==> src/rtl/game_timer_score_pkg.sv <==
// Shared definitions for the round timer / score stage: counter widths,
// FSM state encodings, default prescaler divide and small counter helpers.
package game_timer_score_pkg;

  localparam int CNT_W        = 6;
  localparam int SCORE_W      = 5;
  localparam int TICK_DIV_DEF = 50_000_000;

  localparam logic [1:0] ST_IDLE = 2'd0;
  localparam logic [1:0] ST_RUN  = 2'd1;
  localparam logic [1:0] ST_OVER = 2'd2;

  // Increment that sticks at max_v instead of wrapping.
  function automatic logic [SCORE_W-1:0] sat_inc(input logic [SCORE_W-1:0] v,
                                                 input logic [SCORE_W-1:0] max_v);
    if (v >= max_v) begin
      return max_v;
    end else begin
      return v + 5'd1;
    end
  endfunction

endpackage

==> src/rtl/game_timer_score_tick_gen.sv <==
// tick_gen: free-running prescaler that counts 0..TICK_DIV-1 while en is high
// and flags the wrap cycle with a one-cycle tick. clr restarts it from zero.
// Also used by the display scan-rate divider.
module tick_gen #(
  parameter int TICK_DIV = 4
) (
  input  logic clk,
  input  logic rst,
  input  logic en,
  input  logic clr,
  output logic tick
);

  localparam int CW = (TICK_DIV > 1) ? $clog2(TICK_DIV) : 1;
  localparam logic [CW-1:0] LAST = CW'(TICK_DIV - 1);

  logic [CW-1:0] cnt_q;
  logic [CW-1:0] cnt_d;

  // Next prescaler value: clear wins, otherwise count and wrap while enabled.
  always_comb begin
    cnt_d = cnt_q;
    if (clr) begin
      cnt_d = {CW{1'b0}};
    end else if (en) begin
      if (cnt_q == LAST) begin
        cnt_d = {CW{1'b0}};
      end else begin
        cnt_d = cnt_q + CW'(1);
      end
    end else begin
      cnt_d = cnt_q;
    end
  end

  // Prescaler register with synchronous active-low reset.
  always_ff @(posedge clk) begin
    if (!rst) begin
      cnt_q <= {CW{1'b0}};
    end else begin
      cnt_q <= cnt_d;
    end
  end

  assign tick = en & ~clr & (cnt_q == LAST);

endmodule

==> src/rtl/game_timer_score.sv <==
// game_timer_score: round FSM (IDLE/RUN/OVER), per-round seconds countdown
// and saturating hit score feeding the 7-seg scanner.
// Optional feature macro: PAUSE_EN -- when defined, pause==1 in RUN freezes
// the prescaler and the countdown (hits still count). When undefined the
// pause input is accepted but has no effect.
module game_timer_score
  import game_timer_score_pkg::*;
#(
  parameter int TICK_DIV     = TICK_DIV_DEF,
  parameter int GAME_SECONDS = 60,
  parameter int SCORE_MAX    = 19
) (
  input  logic         clk,
  input  logic         rst,
  input  logic         start,
  input  logic         hit,
  input  logic         pause,
  output logic [5:0]   cnttime,
  output logic [4:0]   score,
  output logic         running,
  output logic         game_over
);

  localparam logic [CNT_W-1:0]   LOAD_VAL  = CNT_W'(GAME_SECONDS);
  localparam logic [SCORE_W-1:0] SCORE_TOP = SCORE_W'(SCORE_MAX);

  logic [1:0]         state_q, state_d;
  logic [CNT_W-1:0]   cnt_q, cnt_d;
  logic [SCORE_W-1:0] score_q, score_d;
  logic               running_q, game_over_q;
  logic               start_q, hit_q;
  logic               start_rise_s, hit_rise_s;
  logic               tick_s, tick_en_s, tick_clr_s;

  assign start_rise_s = start & ~start_q;
  assign hit_rise_s   = hit & ~hit_q;

`ifdef PAUSE_EN
  assign tick_en_s = (state_q == ST_RUN) & ~pause;
`else
  logic unused_pause_s;
  assign unused_pause_s = pause;
  assign tick_en_s      = (state_q == ST_RUN);
`endif

  // Prescaler restarts on every round start so the first second is full length.
  assign tick_clr_s = start_rise_s & (state_q != ST_RUN);

  tick_gen #(
    .TICK_DIV(TICK_DIV)
  ) u_tick_gen (
    .clk (clk),
    .rst (rst),
    .en  (tick_en_s),
    .clr (tick_clr_s),
    .tick(tick_s)
  );

  // Round FSM plus timer/score next-state; start from IDLE or OVER reloads.
  always_comb begin
    state_d = state_q;
    cnt_d   = cnt_q;
    score_d = score_q;
    case (state_q)
      ST_IDLE, ST_OVER: begin
        if (start_rise_s) begin
          state_d = ST_RUN;
          cnt_d   = LOAD_VAL;
          score_d = {SCORE_W{1'b0}};
        end else begin
          state_d = state_q;
        end
      end
      ST_RUN: begin
        if (tick_s) begin
          if (cnt_q <= 6'd1) begin
            cnt_d   = {CNT_W{1'b0}};
            state_d = ST_OVER;
          end else begin
            cnt_d = cnt_q - 6'd1;
          end
        end else begin
          cnt_d = cnt_q;
        end
        if (hit_rise_s) begin
          score_d = sat_inc(score_q, SCORE_TOP);
        end else begin
          score_d = score_q;
        end
      end
      default: begin
        state_d = ST_IDLE;
        cnt_d   = LOAD_VAL;
        score_d = {SCORE_W{1'b0}};
      end
    endcase
  end

  // State, counters, decoded status flags and edge-detect history.
  always_ff @(posedge clk) begin
    if (!rst) begin
      state_q     <= ST_IDLE;
      cnt_q       <= LOAD_VAL;
      score_q     <= {SCORE_W{1'b0}};
      running_q   <= 1'b0;
      game_over_q <= 1'b0;
      start_q     <= 1'b0;
      hit_q       <= 1'b0;
    end else begin
      state_q     <= state_d;
      cnt_q       <= cnt_d;
      score_q     <= score_d;
      running_q   <= (state_d == ST_RUN);
      game_over_q <= (state_d == ST_OVER);
      start_q     <= start;
      hit_q       <= hit;
    end
  end

  assign cnttime   = cnt_q;
  assign score     = score_q;
  assign running   = running_q;
  assign game_over = game_over_q;

endmodule
==> config.mk <==
export PLATFORM = sky130hd
export DESIGN_NAME = game_timer_score
export DESIGN_NICKNAME = d
export VERILOG_FILES = /design/src/rtl/game_timer_score_pkg.sv /design/src/rtl/game_timer_score_tick_gen.sv /design/src/rtl/game_timer_score.sv
export SDC_FILE = /design/constraint.sdc
export NUM_CORES = 1
export LEC_CHECK = 0
export ABC_AREA = 1
export ABC_CLOCK_PERIOD_IN_PS = 2000
export BUFFER_PORTS_ARGS = -buffer_cell sky130_fd_sc_hd__buf_2
export CAP_MARGIN = 20
export CELL_PAD_IN_SITES_DETAIL_PLACEMENT = 2
export CELL_PAD_IN_SITES_GLOBAL_PLACEMENT = 2
export CORE_MARGIN = 5
export CORE_UTILIZATION = 32
export DETAILED_ROUTE_END_ITERATION = 6
export PLACE_DENSITY = 0.78
export SLEW_MARGIN = 20
export SYNTH_ARGS = -nofsm -noshare
export SYNTH_HDL_FRONTEND = slang
export SYNTH_HIERARCHICAL = 1
export SYNTH_SLANG_ARGS = --single-unit
==> constraint.sdc <==
create_clock -name clk -period 2 [get_ports clk]
set_input_delay 0.1 -clock clk [delete_from_list [all_inputs] [get_ports clk]]
set_output_delay 0.1 -clock clk [all_outputs]
set_load 0.05 [all_outputs]
# Yosys cells after proc, flatten, opt, wreduce, memory -nomap -nowiden
# Cells that the tools add are included.
# W data, S select, Z words.
# classes
n_addsub	3
order_cmp	2
eq_ne	9
n_mux	13
n_bitwise	9
n_reduce_logical	5
# op_table
cell	count
$add A26 B1 Y26 const B	1
$eq A26 B26 Y1 const B	1
$mux W26	1
$mux W6	3
$mux W5	3
$pmux W6 S2	1
$pmux W5 S2	1
$le A6 B1 Y1 const B	1
$mux W2	3
$ne A2 B2 Y1 const B	3
$sub A6 B1 Y6 const B	1
$add A5 B1 Y5 const B	1
$and A1 B1 Y1	5
$ge A5 B5 Y1 const B	1
$eq A2 B1 Y1 const B	2
$eq A2 B2 Y1 const B	2
$not A1 Y1	4
$pmux W2 S2	1
$reduce_and A2 Y1	2
$reduce_or A2 Y1	2
$logic_not A2 Y1	1
$ne A2 B1 Y1 const B	1
# word_totals
register_bits	43
inputBits	5
output_inout_bits	13
elab_cells	49

# Longest topological paths before layout
# Gate-level depths: netlist of the first run.
# depth
word_depth	9
depth_mapped	17

# Cells and area by module
# Netlist of the first run, hierarchy kept.
# by_module_without_submodules
module	n_inst	cells_per_inst	area_each_um2	seq_area_each_um2
tick_gen	1	257	1556.5	520.5
game_timer_score	1	134	917.1	340.3

# Least setup slack after synthesis of the first run
# Ideal clock, no wire load.
# synth_timing
path_kind	flip-flop to flip-flop
from	register state_q[0]
to	register cnt_q[3] (netlist: cnttime[3])
arrival_time_ns	1.630
setup_slack_ns	0.238
path_stages_with_launch	18
path_buffers	2
path_cell_list	dfxtp_1 inv_2 nor2_4 buf_6 buf_2 nand2_1 nor2_1 nand3_1 inv_1 nand2_1 nor2_1 inv_1 nand2_2 nand2_4 inv_4 nand2_1 nand2_1 nand3_1
# synth_between
elab_cells_between_ends	13
cone_classes	eq/ne: 5; mux: 1; bitwise: 4; reduce/logical: 3
# synth_rtl
item	line_no	text
start: declaration	game_timer_score.sv:27	logic [1:0] state_q, state_d;
start signal: assignment	game_timer_score.sv:110	state_q <= state_d;
$eq A2 B1 Y1	game_timer_score.sv:43	assign tick_en_s = (state_q == ST_RUN);
net tick_en_s	game_timer_score.sv:33	logic tick_s, tick_en_s, tick_clr_s;
$and A1 B1 Y1 (2 in series)	game_timer_score_tick_gen.sv:45	assign tick = en & ~clr & (cnt_q == LAST);
net tick_s	game_timer_score.sv:33	
$ne A2 B2 Y1 (no line)	n/a	
$reduce_and A2 Y1 (no line)	n/a	
end signal: assignment	game_timer_score.sv:111	cnt_q <= cnt_d;
end: declaration	game_timer_score.sv:28	logic [CNT_W-1:0] cnt_q, cnt_d;
# The timed path passes the listed nets, and every way through them passes these cells.
# A chain may end at the register's enable or synchronous reset.

# Worst setup path in the final report of the first run
# layout_timing
from	register u_tick_gen.cnt_q[0]
to	register cnt_q[5] (netlist: cnttime[5])
# layout_between
elab_chain_cells	4
# layout_lines
item	line_no	text
start: declaration	game_timer_score_tick_gen.sv:17	logic [CW-1:0] cnt_q;
start signal: assignment	game_timer_score_tick_gen.sv:39	cnt_q <= {CW{1'b0}};
start signal: assignment	game_timer_score_tick_gen.sv:41	cnt_q <= cnt_d;
$eq A26 B26 Y1	game_timer_score_tick_gen.sv:45	
$and A1 B1 Y1	game_timer_score_tick_gen.sv:45	
net tick_s	game_timer_score.sv:33	
$ne A2 B2 Y1 (no line)	n/a	
$reduce_and A2 Y1 (no line)	n/a	
# The timed path passes the listed nets, and every way through them passes these cells.

==> results.md, run 1 <==
* Max Slew Vio Count at 0
* Top cells by area, synth: dfxtp_1 (35%), nand2_1 (18%), nor2_1 (11%)
* Filler Cells Inserted at 961
* Post-detail-place hpwl at 5610 µm
* R2R depth at 12
* R2R Path End: cnttime[5]$_SDFFE_PN1P_
* Fin area at 0.00279 mm²
* Final Setup Violations at 0
* Sequential Power Share at 52.9%
* DR vias at 2462
* Remaining Overflow, GRT at 0
* Skew-Pair Late Insertion Delay at 0.30 ns
* Row cnt at 32
* Setup crit end kind: flip-flop
* Final Hold Fails at 0
* TritonCTS clock tree: done
* Crit start category: flip-flop
* Reg2reg setup slack at 0.25 ns
* Sw Pwr at 0.504 mW
* Tmin final at 1.75 ns
* Crit-path max cell delay at 0.37 ns
* Max transition margin at between 70% and 80%
* Largest net degree at the start of global routing at 17
* Register area share after synthesis at 34.8%
* Clock buffer depth at 2
* Full die area at 0.00959 mm²
* Slowest CP cell: dfxtp_4
* Place WS at 0.147 ns
* Async SR Flop Fraction at 0%
* Vias in the first global route at 2679
* #FFs+latches synth at 43
* CTS clk-pin slew, worst paths at approximately 0.090 ns
* Crit Path Max Fanout at 5
* Placed Area at 0.00268 mm²
* Final worst-path cycle share at ~90%
* DIE WIDTH at between 90 and 100 µm
* Crit-path cells: ha_1 -> inv_1 -> nor2_2 -> nand2_1 -> nor2_1 -> nand2_1 -> nor2_2 -> inv_1 -> nand2_2 -> nand2_4 -> o21ai_0 -> nand3_1
* Yosys top cell area share at 34.8%
* Post-CTS Setup Bufs at 0
* CP Class: reg -> reg
* Drt pass-1 iters at 4
* R2R Path Start: u_tick_gen/cnt_q[0]$_SDFFE_PP0P_
* Layout Skew at 0.0107 ns
* Cell variety after synth at 28
* Root buffer cell: clkbuf_8
* Routability congestion estimate at 0.751
* Mean post-synth cell area at 6.33 µm²
* CTS buffer count at 5
* Min-Delay Path Class: in -> reg
* Syn-to-layout area delta at 12.6%
* Post-synth top flop: dfxtp_1
* Sw frac at 29.8%
* Post-route ant nets at 0
* I/O pin cnt at 18
* Internal power at 1.19 mW
* Max cap viols at 0
* Hold Path End: hit_q$_SDFF_PN0_
* Area leader, netlist: dfxtp_1
* Min-delay src: hit
* Number of port buffers at 16
* First-pass GRT wire length at roughly 12000 µm
* Tightest Pin Transition at 0.350 ns
* Final wirelength at 7150 µm
* Setup TNS at 0 ns
* Worst path required time at 2.18 ns
* Post-synth EDFFs at 0
* Wirelength per Cell at 13.8 µm
* Antenna violations before repair at 0
* Final net count at 425
* FMAX at 0.571 GHz
* Syn_nets at approximately 400
* Initial Util at 32.3%
* Ant. Diodes at 0
* Synthesized area at roughly 0.0025 mm²
* Overall routing resource usage at 15.6%
* Most instantiated library cell after synthesis: nand2_1
* Die extent in y at 97.9 µm
* RSZ-0062 raised after global routing: false
* Vias per inst at 4.75
* CP Data Arrival Time at 1.93 ns
* PD cells at roughly 610 mW/mm²
* CTS H-tree lvls at 2
* Clock Power Share at 33.3%
* Peak supply drop at 0.229 mV
* Ys Warns at 6
* Post-synth top cells: nand2_1 (116), nor2_1 (74), inv_1 (49), dfxtp_1 (43), nand3_1 (28)
* Status: finished clean
* Share of layout cells above drive strength 1 at roughly 14%
* DRC at 0
* Core area at 0.00765 mm²
* Hold WS at approximately 0.016 ns
* Initial drt markers at 42
* # clock sinks at 43
* Syn Inst Count at 391
* Logic pwr share at between 10 and 15%
* Worst setup margin at 0.250 ns
* Leakage at 1.15 nW
* Hold Path Depth at 3
==> critical path, delay by kind of cell (launching register included) <==
family                     cells  cell delay, ns
buffers and inverters          2            0.11
AOI/OAI and AO/OA              1            0.17
DFF                            1            0.37
and+or+nand+nor                8            0.80
adders and majority gates      1            0.17
==> cells by family (layout without fill, tap and decap cells) <==
logic type / after synthesis / after routing / synth area share (%)
and+or+nand+nor: 252 / 252 / 45.0
adders and majority gates: 5 / 5 / 2.53
AOI/OAI and AO/OA: 24 / 24 / 5.11
buffers and inverters: 59 / 84 / 9.76
xor gates and xnor gates: 8 / 8 / 2.83
DFF: 43 / 43 / 34.8
==> power by group through the flow <==
stage | clock network (mW) | registers (mW) | logic, mW
detailed placement | 0 | 0.913 | 0.235
global route | 0.624 | 0.897 | 0.261
global placement | 0 | 0.911 | 0.228
floorplan | 0 | 0.946 | 0.141
CTS | 0.596 | 0.893 | 0.238
finish | 0.563 | 0.893 | 0.233
==> routing by layer <==
layer | part of all wire, % | global-route usage (%) | wire length (µm) | up-vias
li1 | - | - | - | 1252
met1 | 48 | 19.2 | 3460 | 1190
met2 | 49 | 27.8 | 3510 | 15
met3 | 1.7 | 2.71 | 123 | 5
met4 | 0.84 | 4.15 | 60 | 0
met5 | 0 | 0 | 0 | -
==> layout by cell type (no fill, tap or decap), drive strengths merged, types with 6 or more instances in the layout <==
cell and n:
nand2 121, nor2 85, inv 54, dfxtp 43, nand3 31, buf 21, a21oi 14, nor3 8
clkbuf 7, o21ai 6
==> state kept, by name (all words and copies together), names as in the netlist <==
register and flops:
u_tick_gen/cnt_q 26, state_q 2, start_q 1, running 1, game_over 1, score 5, cnttime 6, hit_q 1
==> worst max path at each step <==
stage                     cells after the start                      end  slack, ns                        startpoint
after floorplan                              17  cnttime[3]$_SDFFE_PN1P_       0.24             state_q[0]$_SDFF_PN0_
after global placement                       14  cnttime[3]$_SDFFE_PN1P_       0.24  u_tick_gen/cnt_q[0]$_SDFFE_PP0P_
after detailed placement                     14  cnttime[3]$_SDFFE_PN1P_       0.15  u_tick_gen/cnt_q[0]$_SDFFE_PP0P_
after CTS                                    12  cnttime[5]$_SDFFE_PN1P_       0.12  u_tick_gen/cnt_q[0]$_SDFFE_PP0P_
after global routing                         14  cnttime[3]$_SDFFE_PN1P_       0.02  u_tick_gen/cnt_q[0]$_SDFFE_PP0P_
final                                        12  cnttime[5]$_SDFFE_PN1P_       0.25  u_tick_gen/cnt_q[0]$_SDFFE_PP0P_
==> stage by stage <==
| stage | power [mW] | util (%) | instances |
|---|---|---|---|
| 5_1_grt | 1.78 | 36.4 | 518 |
| 6_report | 1.69 | 36.4 | 518 |
| 3_3_place_gp | 1.14 | 35.1 | 509 |
| 3_5_place_dp | 1.15 | 35.1 | 509 |
| 4_1_cts | 1.73 | 36.3 | 518 |
| 2_1_floorplan | 1.09 | - | 391 |
==> repair_timing <==
action | CTS | global route
gates resized for setup | 0 | 6
endpoints found under the setup margin | 0 | 6
hold buffers | 1 | 0
hold endpoints to repair | 1 | 0
==> cell type report <==
cell class	instances	area, µm²	share of cell area, %
Timing Repair Buffer	22	128	4.58
Clock inverter	1	5.00	0.180
Inverter	54	205	7.37
Multi-Input combinational cell	289	1380	49.4
Clock buffer	7	76.3	2.74
Tap cell	102	128	4.58
Sequential cell	43	867	31.1
Note: power is estimated with default switching activity, not from simulation.
==> run 2: changes to the inputs <==
MAX_ROUTING_LAYER = met4   (was not set)
==> run 2 against run 1 <==
Critical path depth unchanged. Clock skew about the same. Largest power group unchanged. Setup slack about the same. Via count decreased by 0.16%. Non-clock buffer count unchanged. Combinational power about the same. Sequential share of layout area unchanged. Register-to-register slack about the same. Final area unchanged. Power about the same.
==> results.md, run 2 (synthesis gave the netlist of run 1 again) <==
* # clock sinks at 43 (unchanged)
* Reg with most FFs: u_tick_gen/cnt_q
* Post-detail-place hpwl at 5610 µm (unchanged)
* Layout Skew at 0.0107 ns (-0.0000685 ns)
* Setup TNS at 0 ns (unchanged)
* Min-delay src: hit
* Max reg flops at 26 (unchanged)
* Remaining Overflow, GRT at 0 (unchanged)
* Crit start category: flip-flop
* R2R Path End: cnttime[5]$_SDFFE_PN1P_
* Most frequent cells in the layout: nand2_1 (116), nor2_1 (72), inv_1 (49), dfxtp_1 (40), nand3_1 (28)
* RSZ-0062 raised after global routing: false
* DRC at 0 (unchanged)
* Placed Instances at 509 (unchanged)
* Worst path required time at 2.18 ns (about the same)
* CTS H-tree lvls at 2 (unchanged)
* CTS clk-pin slew, worst paths at 0.09 ns (about the same)
* Clock buffer depth at 2 (unchanged)
* PD cells at 606 mW/mm² (about the same)
* DR vias at 2458 (-0.16%)
* CP startpoint: u_tick_gen/cnt_q[0]$_SDFFE_PP0P_
* R2R Path Start: u_tick_gen/cnt_q[0]$_SDFFE_PP0P_
* Wirelength per Cell at 13.8 µm (about the same)
* Peak supply drop at 0.229 mV (about the same)
* Number of port buffers at 16 (unchanged)
* GR peak layer: met2
* Final wirelength at 7150 µm (about the same)
* R2R depth at 12 (unchanged)
* Drt pass-1 iters at 4 (unchanged)
* Ant. Diodes at 0 (unchanged)
* Post-CTS Setup Bufs at 0 (unchanged)
* First-pass GRT wire length at 12300 µm (unchanged)
* Initial drt markers at 43 (+2.4%)
* Share of layout cells above drive strength 1 at 13.9% (unchanged)
* Leakage at 1.15 nW (unchanged)
* Final std cells w/o fill at 518 (unchanged)
* Status: finished clean
* I/O pin cnt at 18 (unchanged)
* Reg2reg setup slack at 0.25 ns (about the same)
* Row cnt at 32 (unchanged)
* Largest net degree at the start of global routing at 17 (unchanged)
* TritonCTS clock tree: done
* FMAX at 0.571 GHz (about the same)
* CP Class: reg -> reg
* Final net count at 425 (unchanged)
* Final worst-path cycle share at 87.5% (about the same)
* Commonest non-fill, non-tap cell in the layout: nand2_1
* Setup crit end kind: flip-flop
* Max Slew Vio Count at 0 (unchanged)
* Met3 GRT Util at 2.64% (-0.071 points)
* Full die area at 0.00959 mm² (unchanged)
* Root buffer cell: clkbuf_8
* Routability congestion estimate at 0.761 (+1.3%)
* Vias per inst at 4.75 (-0.16%)
* Max cap viols at 0 (unchanged)
* Grt met2 use at 27.8% (unchanged)
* CTS buffer count at 5 (unchanged)
* Tightest Pin Transition at 0.350 ns (unchanged)
* Syn-to-layout area delta at 12.6% (unchanged)
* Skew-Pair Late Insertion Delay at 0.30 ns (about the same)
* Vias in the first global route at 2679 (unchanged)
* Grt met1 use at 19.2% (+0.044 points)
* CP Data Arrival Time at 1.93 ns (about the same)
* Crit Path Max Fanout at 5 (unchanged)
* Min-Delay Path Class: in -> reg
* Final Setup Violations at 0 (unchanged)
* Post-route ant nets at 0 (unchanged)
* Tmin final at 1.75 ns (+0.000209 ns)
* Antenna violations before repair at 0 (unchanged)
* Core area at 0.00765 mm² (unchanged)
* Initial Util at 32.3% (unchanged)
* Die extent in y at 97.9 µm (unchanged)
* Final Hold Fails at 0 (unchanged)
* DIE WIDTH at 97.9 µm (unchanged)
* Overall routing resource usage at 16.0% (+0.46 points)
* Setup crit end: cnttime[5]$_SDFFE_PN1P_
* Max transition margin at 76.6% (unchanged)
-- run 2: cell counts in the layout (fill, tap and decap cells not counted) --
Identical to the previous run, type by type.
-- run 2: how the worst min path moves through the flow --
| stage | endpoint | cells past startpoint |
|---|---|---|
| floorplan | hit_q$_SDFF_PN0_ | 2 |
| global placement | start_q$_SDFF_PN0_ | 3 |
| detailed placement | start_q$_SDFF_PN0_ | 3 |
| CTS | hit_q$_SDFF_PN0_ | 3 |
| global route | hit_q$_SDFF_PN0_ | 3 |
| finish | hit_q$_SDFF_PN0_ | 3 |
-- run 2: report_power, final --
group	switching [mW]	leakage (nW)	internal (mW)	total (mW)
registers	0.0181	0.350	0.875	0.893
clock network	0.317	0.0422	0.246	0.563
logic	0.169	0.763	0.0644	0.233
total	0.503	1.15	1.19	1.69
-- run 2: area by class of cell --
class | count | area (µm²)
timing repair buffer | 22 | 128
multi-input combinational | 289 | 1380
clock buffer | 7 | 76.3
clock inverter | 1 | 5.00
sequential | 43 | 867
tap | 102 | 128
inverter | 54 | 205
fill | 961 | 4860
-- run 2: per-layer routing --
metal / share of wire, % / routed length, µm
met3: 1.5 / 109
met5: 0 / 0
met2: 49 / 3510
met4: 0.84 / 60
met1: 48 / 3470
-- run 2: metrics by stage --
stage | util, % | worst slack, ns | total power, mW | hold WS, ns | instance area [µm²]
final | 36.4 | 0.250 | 1.69 | 0.0166 | 2790
after global routing | 36.4 | 0.0154 | 1.78 | 0.0271 | 2790
after CTS | 36.3 | 0.125 | 1.73 | 0.0118 | 2770
after detailed placement | 35.1 | 0.147 | 1.15 | 0.303 | 2680
after global placement | 35.1 | 0.243 | 1.14 | 0.293 | 2680
after floorplan | - | 0.238 | 1.09 | 0.193 | 2470
-- run 2: critical path: stages, from the launching register on --
cell	delay, ns
dfxtp_4	0.37
ha_1	0.17
inv_1	0.05
nor2_2	0.13
nand2_1	0.08
nor2_1	0.12
nand2_1	0.08
nor2_2	0.09
inv_1	0.06
nand2_2	0.11
nand2_4	0.09
o21ai_0	0.17
nand3_1	0.10
-- run 2: timing repair --
item,4_1_cts,5_1_grt
endpoints found under the hold margin,1,0
gates resized for setup,0,6
endpoints found under the setup margin,0,6
hold buffers,1,0
